$ cat config.mk
export PLATFORM = sky130hd
export DESIGN_NAME = ram_arbiter_flat
export DESIGN_NICKNAME = d
export VERILOG_FILES = /design/src/rtl/ram_arbiter_if.sv /design/src/rtl/ram_arbiter.sv /design/src/flat_wrapper.sv
export SDC_FILE = /design/constraint.sdc
export NUM_CORES = 1
export LEC_CHECK = 0
export ABC_CLOCK_PERIOD_IN_PS = 6290
export BUFFER_PORTS_ARGS = -buffer_cell sky130_fd_sc_hd__buf_4
export CAP_MARGIN = 30
export CORE_MARGIN = 4
export CORE_UTILIZATION = 45
export CTS_BUF_LIST = sky130_fd_sc_hd__clkbuf_2 sky130_fd_sc_hd__clkbuf_4 sky130_fd_sc_hd__clkbuf_8
export CTS_CLUSTER_SIZE = 24
export DETAILED_ROUTE_END_ITERATION = 7
export PLACE_DENSITY_LB_ADDON = 0.05
export SKIP_LAST_GASP = 1
export SLEW_MARGIN = 10
export SYNTH_ARGS = -nofsm -noshare
export SYNTH_HDL_FRONTEND = slang
export SYNTH_SLANG_ARGS = --single-unit
export TNS_END_PERCENT = 5
$ cat constraint.sdc
create_clock -name clk -period 6.29 [get_ports clk]
set_input_delay 1.258 -clock clk [delete_from_list [all_inputs] [get_ports clk]]
set_output_delay 1.258 -clock clk [all_outputs]
set_load 0.02 [all_outputs]
$ cat src/rtl/ram_arbiter_if.sv
// Bus bundle between the work-RAM arbiter, its three requesters (C/B/L) and the RAM macro.
interface ram_arbiter_if;
  logic        c_req, b_req, l_req;
  logic        c_lock, b_lock, l_lock;
  logic        c_wr, b_wr, l_wr;
  logic [11:0] c_addr, b_addr, l_addr;
  logic [7:0]  c_wdata, b_wdata, l_wdata;
  logic        c_ack, b_ack, l_ack;
  logic        c_rvalid, b_rvalid, l_rvalid;
  logic [7:0]  rdata;
  logic        mem_en, mem_wr;
  logic [11:0] mem_addr;
  logic [7:0]  mem_wdata;
  logic [7:0]  mem_rdata;
  logic [1:0]  owner;
  logic        lock_err;

  modport slave (
    input  c_req, b_req, l_req, c_lock, b_lock, l_lock, c_wr, b_wr, l_wr,
    input  c_addr, b_addr, l_addr, c_wdata, b_wdata, l_wdata, mem_rdata,
    output c_ack, b_ack, l_ack, c_rvalid, b_rvalid, l_rvalid, rdata,
    output mem_en, mem_wr, mem_addr, mem_wdata, owner, lock_err
  );

  modport master (
    output c_req, b_req, l_req, c_lock, b_lock, l_lock, c_wr, b_wr, l_wr,
    output c_addr, b_addr, l_addr, c_wdata, b_wdata, l_wdata, mem_rdata,
    input  c_ack, b_ack, l_ack, c_rvalid, b_rvalid, l_rvalid, rdata,
    input  mem_en, mem_wr, mem_addr, mem_wdata, owner, lock_err
  );
endinterface

$ cat src/rtl/ram_arbiter.sv
// Chip-8 work-RAM arbiter: L fixed priority, C/B round-robin, optional ownership lock
// with timeout, registered issue stage and a tagged read-return pipeline.
module ram_arbiter #(
  parameter int RAM_LATENCY  = 1,
  parameter int LOCK_TIMEOUT = 64
) (
  input  logic         clk,
  input  logic         res,
  ram_arbiter_if.slave bus
);
  typedef enum logic [1:0] {OWN_NONE = 2'd0, OWN_C = 2'd1, OWN_B = 2'd2, OWN_L = 2'd3} owner_t;

  localparam logic [7:0] TIMEOUT_CNT = 8'(LOCK_TIMEOUT - 1);
  localparam int         TAIL        = RAM_LATENCY - 1;

  owner_t      owner_q, owner_n, grant;
  logic [7:0]  hold_cnt_q;
  logic [2:0]  ign_q, ign_n;
  logic        rr_b_q, rr_b_n;
  logic        lock_err_q;
  logic [2:0]  req_m, req_raw, lock_raw, lock_eff, own_sel;
  logic        timeout;
  logic        sel_wr;
  logic [11:0] sel_addr;
  logic [7:0]  sel_wdata;

  logic        c_ack_p0, b_ack_p0, l_ack_p0, mem_en_p0, mem_wr_p0;
  logic [11:0] mem_addr_p0;
  logic [7:0]  mem_wdata_p0;
  logic        vld_p  [RAM_LATENCY];
  logic [1:0]  port_p [RAM_LATENCY];

  function automatic logic [2:0] port_mask(owner_t o);
    case (o)
      OWN_C:   return 3'b001;
      OWN_B:   return 3'b010;
      OWN_L:   return 3'b100;
      default: return 3'b000;
    endcase
  endfunction

  // A port whose ack is high this cycle is still presenting the access just issued.
  always_comb begin
    req_raw  = {bus.l_req, bus.b_req, bus.c_req};
    req_m    = req_raw & ~{l_ack_p0, b_ack_p0, c_ack_p0};
    lock_raw = {bus.l_lock, bus.b_lock, bus.c_lock};
    lock_eff = lock_raw & ~ign_q;
    own_sel  = port_mask(owner_q);
    timeout  = (owner_q != OWN_NONE) && (hold_cnt_q == TIMEOUT_CNT);
  end

  always_comb begin
    grant     = OWN_NONE;
    owner_n   = owner_q;
    rr_b_n    = rr_b_q;
    ign_n     = ign_q & lock_raw;
    sel_wr    = 1'b0;
    sel_addr  = '0;
    sel_wdata = '0;
    if (owner_q == OWN_NONE) begin
      if (req_m[2])                            grant = OWN_L;
      else if (req_m[0] && !(req_m[1] && rr_b_q)) grant = OWN_C;
      else if (req_m[1])                       grant = OWN_B;
    end else if ((req_m & own_sel) != 3'b000) begin
      grant = owner_q;
    end
    if (grant == OWN_C)      rr_b_n = 1'b1;
    else if (grant == OWN_B) rr_b_n = 1'b0;
    // A masked cycle with req still high keeps ownership even if lock already dropped.
    if (owner_q == OWN_NONE) begin
      if ((lock_eff & port_mask(grant)) != 3'b000) owner_n = grant;
    end else if (timeout) begin
      owner_n = OWN_NONE;
      ign_n   = ign_n | (own_sel & lock_raw);
    end else if ((lock_eff & own_sel) == 3'b000 &&
                 ((req_raw & own_sel) == 3'b000 || grant != OWN_NONE)) begin
      owner_n = OWN_NONE;
    end
    case (grant)
      OWN_C:   begin sel_wr = bus.c_wr; sel_addr = bus.c_addr; sel_wdata = bus.c_wdata; end
      OWN_B:   begin sel_wr = bus.b_wr; sel_addr = bus.b_addr; sel_wdata = bus.b_wdata; end
      OWN_L:   begin sel_wr = bus.l_wr; sel_addr = bus.l_addr; sel_wdata = bus.l_wdata; end
      default: ;
    endcase
  end

  // Stage p0: arbitration result registered onto the RAM bus
  always_ff @(posedge clk) begin
    if (res) begin
      owner_q      <= OWN_NONE;
      hold_cnt_q   <= 8'd0;
      ign_q        <= 3'b000;
      rr_b_q       <= 1'b0;
      lock_err_q   <= 1'b0;
      c_ack_p0     <= 1'b0;
      b_ack_p0     <= 1'b0;
      l_ack_p0     <= 1'b0;
      mem_en_p0    <= 1'b0;
      mem_wr_p0    <= 1'b0;
      mem_addr_p0  <= '0;
      mem_wdata_p0 <= '0;
    end else begin
      owner_q      <= owner_n;
      hold_cnt_q   <= (owner_n != owner_q || owner_q == OWN_NONE) ? 8'd0 : hold_cnt_q + 8'd1;
      ign_q        <= ign_n;
      rr_b_q       <= rr_b_n;
      lock_err_q   <= lock_err_q | timeout;
      c_ack_p0     <= (grant == OWN_C);
      b_ack_p0     <= (grant == OWN_B);
      l_ack_p0     <= (grant == OWN_L);
      mem_en_p0    <= (grant != OWN_NONE);
      mem_wr_p0    <= sel_wr;
      mem_addr_p0  <= sel_addr;
      mem_wdata_p0 <= sel_wdata;
    end
  end

  // Stages p[0..RAM_LATENCY-1]: read tags follow the RAM access latency
  always_ff @(posedge clk) begin
    if (res) begin
      for (int i = 0; i < RAM_LATENCY; i++) vld_p[i] <= 1'b0;
    end else begin
      vld_p[0] <= mem_en_p0 & ~mem_wr_p0;
      for (int i = 1; i < RAM_LATENCY; i++) vld_p[i] <= vld_p[i-1];
    end
  end

  always_ff @(posedge clk) begin
    port_p[0] <= {l_ack_p0 | b_ack_p0, l_ack_p0 | c_ack_p0};
    for (int i = 1; i < RAM_LATENCY; i++) port_p[i] <= port_p[i-1];
  end

  assign bus.c_ack     = c_ack_p0;
  assign bus.b_ack     = b_ack_p0;
  assign bus.l_ack     = l_ack_p0;
  assign bus.mem_en    = mem_en_p0;
  assign bus.mem_wr    = mem_wr_p0;
  assign bus.mem_addr  = mem_addr_p0;
  assign bus.mem_wdata = mem_wdata_p0;
  assign bus.c_rvalid  = vld_p[TAIL] && (port_p[TAIL] == 2'd1);
  assign bus.b_rvalid  = vld_p[TAIL] && (port_p[TAIL] == 2'd2);
  assign bus.l_rvalid  = vld_p[TAIL] && (port_p[TAIL] == 2'd3);
  assign bus.rdata     = bus.mem_rdata;
  assign bus.owner     = owner_q;
  assign bus.lock_err  = lock_err_q;
endmodule

$ cat src/flat_wrapper.sv
// flat-port wrapper written by rule: the top's interface ports become plain ports
module ram_arbiter_flat 
#(
  parameter int RAM_LATENCY  = 1,
  parameter int LOCK_TIMEOUT = 64
)
  (clk, res, bus_c_req, bus_b_req, bus_l_req, bus_c_lock, bus_b_lock, bus_l_lock, bus_c_wr, bus_b_wr, bus_l_wr, bus_c_addr, bus_b_addr, bus_l_addr, bus_c_wdata, bus_b_wdata, bus_l_wdata, bus_mem_rdata, bus_c_ack, bus_b_ack, bus_l_ack, bus_c_rvalid, bus_b_rvalid, bus_l_rvalid, bus_rdata, bus_mem_en, bus_mem_wr, bus_mem_addr, bus_mem_wdata, bus_owner, bus_lock_err);
  ram_arbiter_if bus_i ();
  input  logic clk;
  input  logic res;
  input wire logic [$bits(bus_i.c_req)-1:0] bus_c_req;
  input wire logic [$bits(bus_i.b_req)-1:0] bus_b_req;
  input wire logic [$bits(bus_i.l_req)-1:0] bus_l_req;
  input wire logic [$bits(bus_i.c_lock)-1:0] bus_c_lock;
  input wire logic [$bits(bus_i.b_lock)-1:0] bus_b_lock;
  input wire logic [$bits(bus_i.l_lock)-1:0] bus_l_lock;
  input wire logic [$bits(bus_i.c_wr)-1:0] bus_c_wr;
  input wire logic [$bits(bus_i.b_wr)-1:0] bus_b_wr;
  input wire logic [$bits(bus_i.l_wr)-1:0] bus_l_wr;
  input wire logic [$bits(bus_i.c_addr)-1:0] bus_c_addr;
  input wire logic [$bits(bus_i.b_addr)-1:0] bus_b_addr;
  input wire logic [$bits(bus_i.l_addr)-1:0] bus_l_addr;
  input wire logic [$bits(bus_i.c_wdata)-1:0] bus_c_wdata;
  input wire logic [$bits(bus_i.b_wdata)-1:0] bus_b_wdata;
  input wire logic [$bits(bus_i.l_wdata)-1:0] bus_l_wdata;
  input wire logic [$bits(bus_i.mem_rdata)-1:0] bus_mem_rdata;
  output wire logic [$bits(bus_i.c_ack)-1:0] bus_c_ack;
  output wire logic [$bits(bus_i.b_ack)-1:0] bus_b_ack;
  output wire logic [$bits(bus_i.l_ack)-1:0] bus_l_ack;
  output wire logic [$bits(bus_i.c_rvalid)-1:0] bus_c_rvalid;
  output wire logic [$bits(bus_i.b_rvalid)-1:0] bus_b_rvalid;
  output wire logic [$bits(bus_i.l_rvalid)-1:0] bus_l_rvalid;
  output wire logic [$bits(bus_i.rdata)-1:0] bus_rdata;
  output wire logic [$bits(bus_i.mem_en)-1:0] bus_mem_en;
  output wire logic [$bits(bus_i.mem_wr)-1:0] bus_mem_wr;
  output wire logic [$bits(bus_i.mem_addr)-1:0] bus_mem_addr;
  output wire logic [$bits(bus_i.mem_wdata)-1:0] bus_mem_wdata;
  output wire logic [$bits(bus_i.owner)-1:0] bus_owner;
  output wire logic [$bits(bus_i.lock_err)-1:0] bus_lock_err;
  assign bus_i.c_req = bus_c_req;
  assign bus_i.b_req = bus_b_req;
  assign bus_i.l_req = bus_l_req;
  assign bus_i.c_lock = bus_c_lock;
  assign bus_i.b_lock = bus_b_lock;
  assign bus_i.l_lock = bus_l_lock;
  assign bus_i.c_wr = bus_c_wr;
  assign bus_i.b_wr = bus_b_wr;
  assign bus_i.l_wr = bus_l_wr;
  assign bus_i.c_addr = bus_c_addr;
  assign bus_i.b_addr = bus_b_addr;
  assign bus_i.l_addr = bus_l_addr;
  assign bus_i.c_wdata = bus_c_wdata;
  assign bus_i.b_wdata = bus_b_wdata;
  assign bus_i.l_wdata = bus_l_wdata;
  assign bus_i.mem_rdata = bus_mem_rdata;
  assign bus_c_ack = bus_i.c_ack;
  assign bus_b_ack = bus_i.b_ack;
  assign bus_l_ack = bus_i.l_ack;
  assign bus_c_rvalid = bus_i.c_rvalid;
  assign bus_b_rvalid = bus_i.b_rvalid;
  assign bus_l_rvalid = bus_i.l_rvalid;
  assign bus_rdata = bus_i.rdata;
  assign bus_mem_en = bus_i.mem_en;
  assign bus_mem_wr = bus_i.mem_wr;
  assign bus_mem_addr = bus_i.mem_addr;
  assign bus_mem_wdata = bus_i.mem_wdata;
  assign bus_owner = bus_i.owner;
  assign bus_lock_err = bus_i.lock_err;
  ram_arbiter #(.RAM_LATENCY(RAM_LATENCY), .LOCK_TIMEOUT(LOCK_TIMEOUT)) u_core (.clk(clk), .res(res), .bus(bus_i));
endmodule
==> summary by stage, run 1 <==
Routing
The detail-routed net length per standard cell is 14.74 um. The remaining antenna violation count after routing is 0. The total via count in the routed design is 1842. The number of iterations in the first detailed-routing pass is 5. After the first detailed-routing iteration, the DRC count stood at 203. Wires add up to 5.072 mm. After detailed routing, the number of remaining DRC violations is 0. Using the TritonRoute via totals, the vias-per-cell ratio works out to 5.355.

Critical path
The worst setup path is launched from an input pin. The launching instance or port of the critical path is bus_l_req. Across all register-to-register paths, the minimum setup slack is 3710 ps. The largest single stage delay on the critical path is 730 ps. The worst register-to-register path has a depth of 9. The category of the worst setup path capture point is a flop. The required arrival time at the worst endpoint is 6510 ps. The destination of the critical timing path is u_core.bus.owner[0]$_SDFF_PP0_. The worst reg2reg path startpoint is u_core.bus.owner[0]$_SDFF_PP0_. For this design, the slowest cell found on the critical path is ha_1. The capture instance of the worst register-to-register path is u_core.bus.owner[0]$_SDFF_PP0_. The dominant delay contributor by cell family on the critical path is compound AO/OA/AOI/OAI gates.

The logic depth of the worst path, buffers included is 10. Along the worst path, the maximum fanout reaches 23. The arrival time of data at the critical path endpoint is 3410 ps.

In this design, the critical path's most frequently occurring cell is o21ai_0. The signal on the critical path passes through buf_4 -> nor2b_1 -> nand2_1 -> o21ai_0 -> a21o_1 -> ha_1 -> nand3b_1 -> a31oi_1 -> o21ai_0 -> o21ai_0. The number of buffers and inverters on the critical path is 1.

The critical path in this run is classified as in -> reg.

Finish
The net count of the finished layout is 380. From synthesis to final layout, the design area changed by 43.40%. The total of fill cells in the finished design is 373. The share of layout cells above drive strength 1 is 39.12%. The final cell count without fillers is 344. 0 antenna diodes ended up in the layout.

Clock tree
Once the clock tree was built, the setup fixing pass inserted 0 buffers. The clock tree synthesis step divided the H-tree into 2 levels. The total clock buffers created by CTS is 5.

The clock insertion delay at the later pin of the skew report is 290 ps. In this run the deepest clock path goes through 2 buffers. The total of hold buffers inserted after clock tree synthesis is 0. The cell at the root of the clock tree is clkbuf_8. Counting every sink on the clock net gives 43. The clock transition at the registers of the reported paths is 80 ps. After clock tree synthesis, the repair step resized 0 gates. TritonCTS built the clock tree.

Timing
Summed over all failing endpoints, the final setup total negative slack is 0 ps. Setup repair after global routing left no endpoint under its margin. Timing would allow up to 0.3143 GHz. The worst pin sits at a relative slew slack of 41.77%. The clock period could shrink to 3182 ps. Across all setup checks in the final design, the least slack found is 3108 ps.

Clock skew on the completed layout was measured at 6.330 ps. For the pin with the worst max-slew slack, the measured transition is 873.4 ps. The hold violation count in the final report came to 0. Of the available clock period, the critical path in the final layout requires 50.58%. The number of pins exceeding their max-slew limit in the final report is 0. Setup violations remaining at the end of the flow were counted as 0.

Pwr
The power per cell area is 381.7 nW/um2. The clock network is responsible for 19.9% of the overall power. The internal power component is 664.8 uW. The overall power after layout is 1.048 mW. The switching share of power is 36.56%.

Registers are responsible for 35.3% of the overall power. The analysis attributes to net switching a power of 383.1 uW. The static leakage is 1.248 nW. The combinational cell fraction of total power is 44.8%. The largest voltage drop on the vdd net is 227.0 uV.

Synth
The mapped netlist covers 1914 um2. By area the synthesized netlist is led by dfxtp_1, a222oi_1, nor2_1, ha_1, buf_4. The leading area contributor after synthesis is dfxtp_1. Synthesis instantiated 34 different standard cells from the library.

The share of the yosys chip area belonging to registers is 44.97%. In this run, synthesis produced a sequential element count of 43. The post-synthesis area per instance is 9.384 um2. The share of flip-flops with an asynchronous set or reset after synthesis is 0%. The predominant post-synthesis flop cell is dfxtp_1. The number of nets in the synthesized netlist is 290. The gate count of the mapped netlist is 204. During synthesis, Yosys emitted a total of 0 warnings. In this run, synthesis inferred 0 flip-flops with an integrated enable. The area share of the largest cell type after synthesis is 44.97%.

Run
The tool flagged a number of max-cap violations equal to 0.

Die
From left edge to right edge, the die measures 73.23 um. The boundary pin count is 118. After floorplanning, the core was sized to cover 4058 um2. The die is 73.23 um tall. The floorplan row count is 23. The floorplan step defined a die boundary enclosing 5362 um2. The starting density of the core is 47.18%.

GRT
The via count of the first global-routing pass is 1762. The global route total overflow is 0. The number of antenna violations at the first check in global routing is 0. The first-pass GRT wire length is 7.893 mm. Entering global routing, the biggest net connects 24 pins. The total routing resource utilization after global routing is 18.66%.

Run status
The flow ran to the end, and the final reports show no timing, DRC or antenna violations.

Min path
In this run the worst hold path is classified as reg -> reg.

Placed design
After detailed placement, the design holds a cell count of 337. The post-detailed-placement half-perimeter wirelength is 3.900 mm. The total of buffers placed on input and output ports is 101. The post-placement worst setup slack is 2820 ps. The routability congestion estimate is 0.8319.
## registers in the layout, summed over array words and instances, names as in the netlist
signal,cells
u_core.hold_cnt_q,8
u_core.bus.l_ack,1
u_core.bus.b_ack,1
u_core.bus.mem_wdata,8
u_core.bus.owner,2
u_core.bus.mem_wr,1
u_core.ign_q,3
u_core.rr_b_q,1
u_core.bus.lock_err,1
u_core.bus.c_ack,1
u_core.bus.mem_addr,12
u_core.port_p,2
u_core.vld_p,1
u_core.bus.mem_en,1
## power by group through the flow
stage                     Combinational, mW  Sequential [mW]  Clock [mW]
after floorplan                       0.259            0.424           0
after CTS                             0.474            0.370       0.214
after global routing                  0.511            0.379       0.224
after detailed placement              0.474            0.376           0
after global placement                0.473            0.374           0
final                                 0.469            0.370       0.209
## metrics by stage
step / area (um2) / hold slack [ps] / util, %
2_1_floorplan: 1914 / 475.5 / -
3_3_place_gp: 2631 / 404.5 / 64.85
3_5_place_dp: 2639 / 408.1 / 65.03
4_1_cts: 2745 / 418.7 / 67.65
5_1_grt: 2745 / 463.9 / 67.65
6_report: 2745 / 414.5 / 67.65
## per-layer routing
metal  wire (um)  vias to the layer above  GRT usage (%)
met5           0                        -              0
met4          76                        0          7.172
met3         525                       12          5.923
met2        2512                       85          32.17
met1        1958                      827          21.27
li1            -                      918              -
## cell families (layout without fill, tap and decap cells)
kind of cell | count (synthesis) | in the layout | synth area share (%)
and+or+nand+nor | 75 | 75 | 21.44
AOI/OAI and AO/OA | 49 | 49 | 19.80
DFF | 43 | 43 | 44.97
buffers and inverters | 24 | 114 | 6.405
adders and majority gates | 7 | 7 | 4.575
xor gates and xnor gates | 5 | 5 | 2.288
muxes | 1 | 1 | 0.5229
## cell type report
type	count	area, um2	area share [%]
clock buffer	6	76.32	2.780
clock inverter	1	30.03	1.094
inverter	5	18.77	0.6837
multi-input combinational	137	930.9	33.91
sequential	43	860.8	31.36
tap	50	62.56	2.279
timing repair buffer	102	765.7	27.89
## worst min-delay path by stage
| stage | depth (start not counted) | start | slack [ps] | endpoint |
|---|---|---|---|---|
| final | 1 | u_core.bus.mem_wr$_SDFF_PP0_ | 410 | u_core.vld_p[0]$_SDFF_PP0_ |
| after global routing | 1 | u_core.bus.mem_wr$_SDFF_PP0_ | 460 | u_core.vld_p[0]$_SDFF_PP0_ |
| after CTS | 1 | u_core.bus.mem_wr$_SDFF_PP0_ | 420 | u_core.vld_p[0]$_SDFF_PP0_ |
| after detailed placement | 1 | u_core.bus.mem_wr$_SDFF_PP0_ | 410 | u_core.vld_p[0]$_SDFF_PP0_ |
| after global placement | 1 | u_core.bus.mem_wr$_SDFF_PP0_ | 400 | u_core.vld_p[0]$_SDFF_PP0_ |
| after floorplan | 1 | u_core.hold_cnt_q[0]$_SDFF_PP0_ | 480 | u_core.hold_cnt_q[0]$_SDFF_PP0_ |
## Yosys cell counts (4+ instances only)
master / n
a21oi_1: 9
ha_1: 7
nand2b_1: 7
nor2_1: 30
buf_4: 8
a222oi_1: 21
nand3_1: 4
inv_1: 5
dfxtp_1: 43
nand2_1: 7
o21ai_0: 9
nor3b_1: 6
clkbuf_1: 9
nor2b_1: 4
## cells in the final DEF, fill, tap and decap left out, types with 2 or more instances in the layout
master,Yosys,final
a21o_1,2,2
a21oi_1,9,9
a222oi_1,21,21
a2bb2oi_1,2,2
a31oi_1,3,3
and3b_1,2,2
buf_4,8,102
clkbuf_8,0,5
dfxtp_1,43,43
ha_1,7,7
inv_1,5,5
nand2_1,7,7
nand2b_1,7,7
nand3_1,4,4
nand3b_1,3,3
nor2_1,30,30
nor2b_1,4,4
nor3_1,3,3
nor3b_1,6,6
o21a_1,2,2
o21ai_0,9,9
or2_2,2,2
xnor2_1,2,2
xor2_1,3,3
No activity file was read; power rests on OpenSTA's default activity.
==> inputs of run 2 (changes only) <==
Settings changed: ABC_CLOCK_PERIOD_IN_PS 6290 to 3010, CORE_UTILIZATION 45 to 44.
Clock period 6.29 ns to 3.01 ns, I/O delays scaled along.
==> run 2 against run 1 <==
Net effect: worst setup slack worse by 2400 ps; sequential power up 110%; cell area up 1.1%; non-clock buffer count up 5; sequential share of layout area down 0.34 points; clock-buffer cell count up 1; cell count up 1.7%; critical path depth unchanged; via count up 2.2%; clock power up 87%; critical path type is now reg -> reg; largest cell class unchanged; highest routed layer unchanged.
==> summary by stage, run 2 (synthesis results as in run 1) <==
Finish
Compared with the post-synthesis result, the final layout area differs by 44.97%. The net count of the finished layout came to 385 (+1.3%). The number of flip-flops in the largest register is 12 (unchanged). In the layout the commonest cells are buf_4, dfxtp_1, nor2_1, a222oi_1. The total area of sequential cells is 860.8 um2 (unchanged). The share of the core filled with cells was 67.44% (-0.22 points).

The number of antenna diodes is 0 (unchanged). The share of layout cells above drive strength 1 is 40.33% (+1.2 points). The area occupied by multi-input gates is 930.9 um2 (unchanged). The total of fill cells in the finished design is 380 (+1.9%).

The summed area of non-filler cells in the final layout is 2775 um2 (+1.1%). The most frequent standard cell in the layout excluding fill and tap cells is buf_4.

Timing
Setup repair after global routing left no endpoint under its margin. The worst-case clock skew came to 4.884 ps (-1.445 ps). The hold violation count in the final report is 0 (unchanged).

The slew at the pin closest to its max-slew limit is 498.2 ps (-375.2 ps). The highest attainable clock frequency is 0.4270 GHz. The part of the cycle the worst path needs is 77.80%. The minimum period implied by the final worst setup slack is 2342 ps.

The setup TNS was 0 ps (unchanged). The total of endpoints with negative setup slack in the final report is 0 (unchanged). The worst slew margin relative to its limit came to 66.54% (+25 points). The number of pins exceeding their max-slew limit in the final report is 0 (unchanged).

Clock tree
The clock transition at the registers of the reported paths was 80 ps (about the same). The total of hold buffers inserted after clock tree synthesis is 0 (unchanged). The clock insertion delay at the later pin of the skew report came to 290 ps (about the same). The number of buffers on the longest clock path was 2 (unchanged). The total clock buffers created by CTS was 5 (unchanged). The number of gates resized after cts was 0 (unchanged). Clock tree synthesis selected as its root buffer the cell clkbuf_8. The count of clock tree sinks is 43 (unchanged). The post-CTS setup buffer count is 0 (unchanged). The TritonCTS clock tree is built. The number of levels the H-tree was split into is 2 (unchanged).

Placed design
The area after detailed placement was 2676 um2 (+1.4%). The routability congestion estimate is 0.8178 (-1.7%). The total of buffers placed on input and output ports is 101 (unchanged). The post-detailed-placement half-perimeter wirelength is 4.042 mm (+3.6%).

Critical path
The number of buffers and inverters on the critical path came to 2 (+1). The category of the worst setup path capture point is a flop. STA classifies the critical path startpoint as a flop.

In this design, the largest share of critical-path delay is due to compound AO/OA/AOI/OAI gates. The arrival time of data at the critical path endpoint was 2560 ps (-850 ps). Walking the worst path, the cells encountered are inv_1 -> a2bb2oi_1 -> nor2_1 -> a21oi_1 -> ha_1 -> nand2_1 -> a21oi_1 -> o31ai_2 -> buf_4 -> nor3b_1. The required arrival time at the worst endpoint is 3230 ps (-3280 ps). By startpoint and endpoint, the worst setup path is classified as reg -> reg. The highest net fanout along the worst path is 13 (-43%).

The delay of the slowest critical-path stage is 580 ps (-150 ps). The slowest stage of the critical path is the dfxtp_1 cell. The worst register-to-register path ends at u_core.hold_cnt_q[1]$_SDFF_PP0_. The most frequent cell on the critical path is a21oi_1. The internal reg-to-reg setup slack was 670 ps (-3040 ps). The worst reg-to-reg path cell count came to 10 (+1).

The worst register-to-register path begins at u_core.bus.owner[1]$_SDFF_PP0_.

Pwr
The combinational cell fraction of total power came to 46.9% (+2.1 points). The static leakage came to 1.270 nW (+1.7%). The power spent charging and discharging nets came to 820.7 uW (+110%). The internal power component was 1.365 mW (+110%). The part of the power in registers was 35.2% (about the same). The relative contribution of the clock network to total power is 17.9% (-2.0 points).

The largest voltage drop on the vdd net is 444.1 uV (+96%). The switching share of power is 37.55% (+0.99 points). The power per cell area is 787.6 nW/um2 (+110%).

GRT
The pin count of the biggest net entering global routing is 23 (-4.2%). The total routing resource utilization after global routing is 18.48% (-0.18 points). The number of antenna violations at the first check in global routing is 0 (unchanged). The via count of the first global-routing pass is 1729 (-1.9%). The first-pass GRT wire length is 7.941 mm (+0.61%). The global route total overflow came to 0 (unchanged).

Run status
The run finished with clean final reports.

Die
The starting density of the core is 46.52% (-0.66 points). The vertical extent of the die came to 73.96 um (+1.0%). The width of the chip was 73.96 um (+1.0%). The floorplan row count is 23 (unchanged). The core area is 4115 um2 (+1.4%).

The area of the die was 5470 um2 (+2.0%). The boundary pin count was 118 (unchanged).

Run
The number of maximum-capacitance violations is 0 (unchanged).

Routing
The per-cell via count in the routed design is 5.377 (+0.42%). The remaining antenna violation count after routing is 0 (unchanged). The count of routing violations after the opening detailed-route iteration is 188 (-7.4%). The DRC violation count after routing is 0 (unchanged). The routed wire length is 5.210 mm (+2.7%). The total via count in the routed design came to 1882 (+2.2%). The detail-routed net length per standard cell is 14.89 um (+0.96%). The number of iterations in the first detailed-routing pass was 7 (+2).

Min path
The hold path depth is 1 (unchanged). The startpoint identified for the worst hold timing path is u_core.bus.mem_wr$_SDFF_PP0_. The worst min-delay path endpoint is u_core.vld_p[0]$_SDFF_PP0_.

The class of the tightest hold or removal check is reg -> reg.
-- run 2: cell count changes in the layout (fill, tap and decap cells not counted) --
cell       before  now
bufinv_16       1    0
clkbuf_8        5    6
buf_4         102  107
clkinv_4        0    1
-- run 2: worst max path at each step --
| stage | startpoint | end | slack (ps) | cells after the start |
|---|---|---|---|---|
| final | u_core.bus.owner[1]$_SDFF_PP0_ | u_core.hold_cnt_q[1]$_SDFF_PP0_ | 670 | 10 |
| after global routing | u_core.bus.owner[1]$_SDFF_PP0_ | u_core.hold_cnt_q[5]$_SDFF_PP0_ | 410 | 10 |
| after CTS | u_core.bus.owner[1]$_SDFF_PP0_ | u_core.bus.mem_addr[5]$_SDFF_PP0_ | 670 | 8 |
| after detailed placement | bus_l_req | u_core.bus.mem_addr[5]$_SDFF_PP0_ | 420 | 9 |
| after global placement | bus_l_req | u_core.bus.mem_addr[5]$_SDFF_PP0_ | 450 | 9 |
| after floorplan | bus_l_req | u_core.hold_cnt_q[3]$_SDFF_PP0_ | 830 | 9 |
-- run 2: stage by stage --
stage               hold slack, ps  worst slack, ps  total power [mW]  instances
finish                       443.7            668.3             2.186        350
global route                 462.0            411.7             2.338        350
CTS                          439.3            673.5             2.208        350
detailed placement           425.2            415.2             1.816        342
global placement             408.9            449.5             1.801        342
floorplan                    475.5            830.3             1.429        204
-- run 2: area by class of cell --
class	count	share of cell area (%)
Clock inverter	1	0.3156
Clock buffer	7	3.246
Inverter	5	0.6763
Tap cell	50	2.254
Sequential cell	43	31.02
Timing Repair Buffer	107	28.94
Multi-Input combinational cell	137	33.54
-- run 2: worst register-to-register path: stages, from the launching register on --
cell,delay (ps)
dfxtp_1,580
inv_1,170
a2bb2oi_1,180
nor2_1,70
a21oi_1,270
ha_1,270
nand2_1,70
a21oi_1,240
o31ai_2,100
buf_4,170
nor3b_1,160
-- run 2: power by group through the flow --
| stage | logic [mW] | clock network (mW) | registers (mW) |
|---|---|---|---|
| after floorplan | 0.542 | 0 | 0.887 |
| after global placement | 1.02 | 0 | 0.783 |
| after detailed placement | 1.03 | 0 | 0.783 |
| after CTS | 1.04 | 0.403 | 0.770 |
| after global routing | 1.13 | 0.423 | 0.788 |
| final | 1.03 | 0.390 | 0.770 |
-- run 2: per-layer routing --
layer,vias up,wire [um],GRT usage (%)
met5,-,0,0
li1,931,-,-
met4,0,104,6.237
met2,79,2593,30.41
met1,858,1997,23.18
met3,14,515,5.405
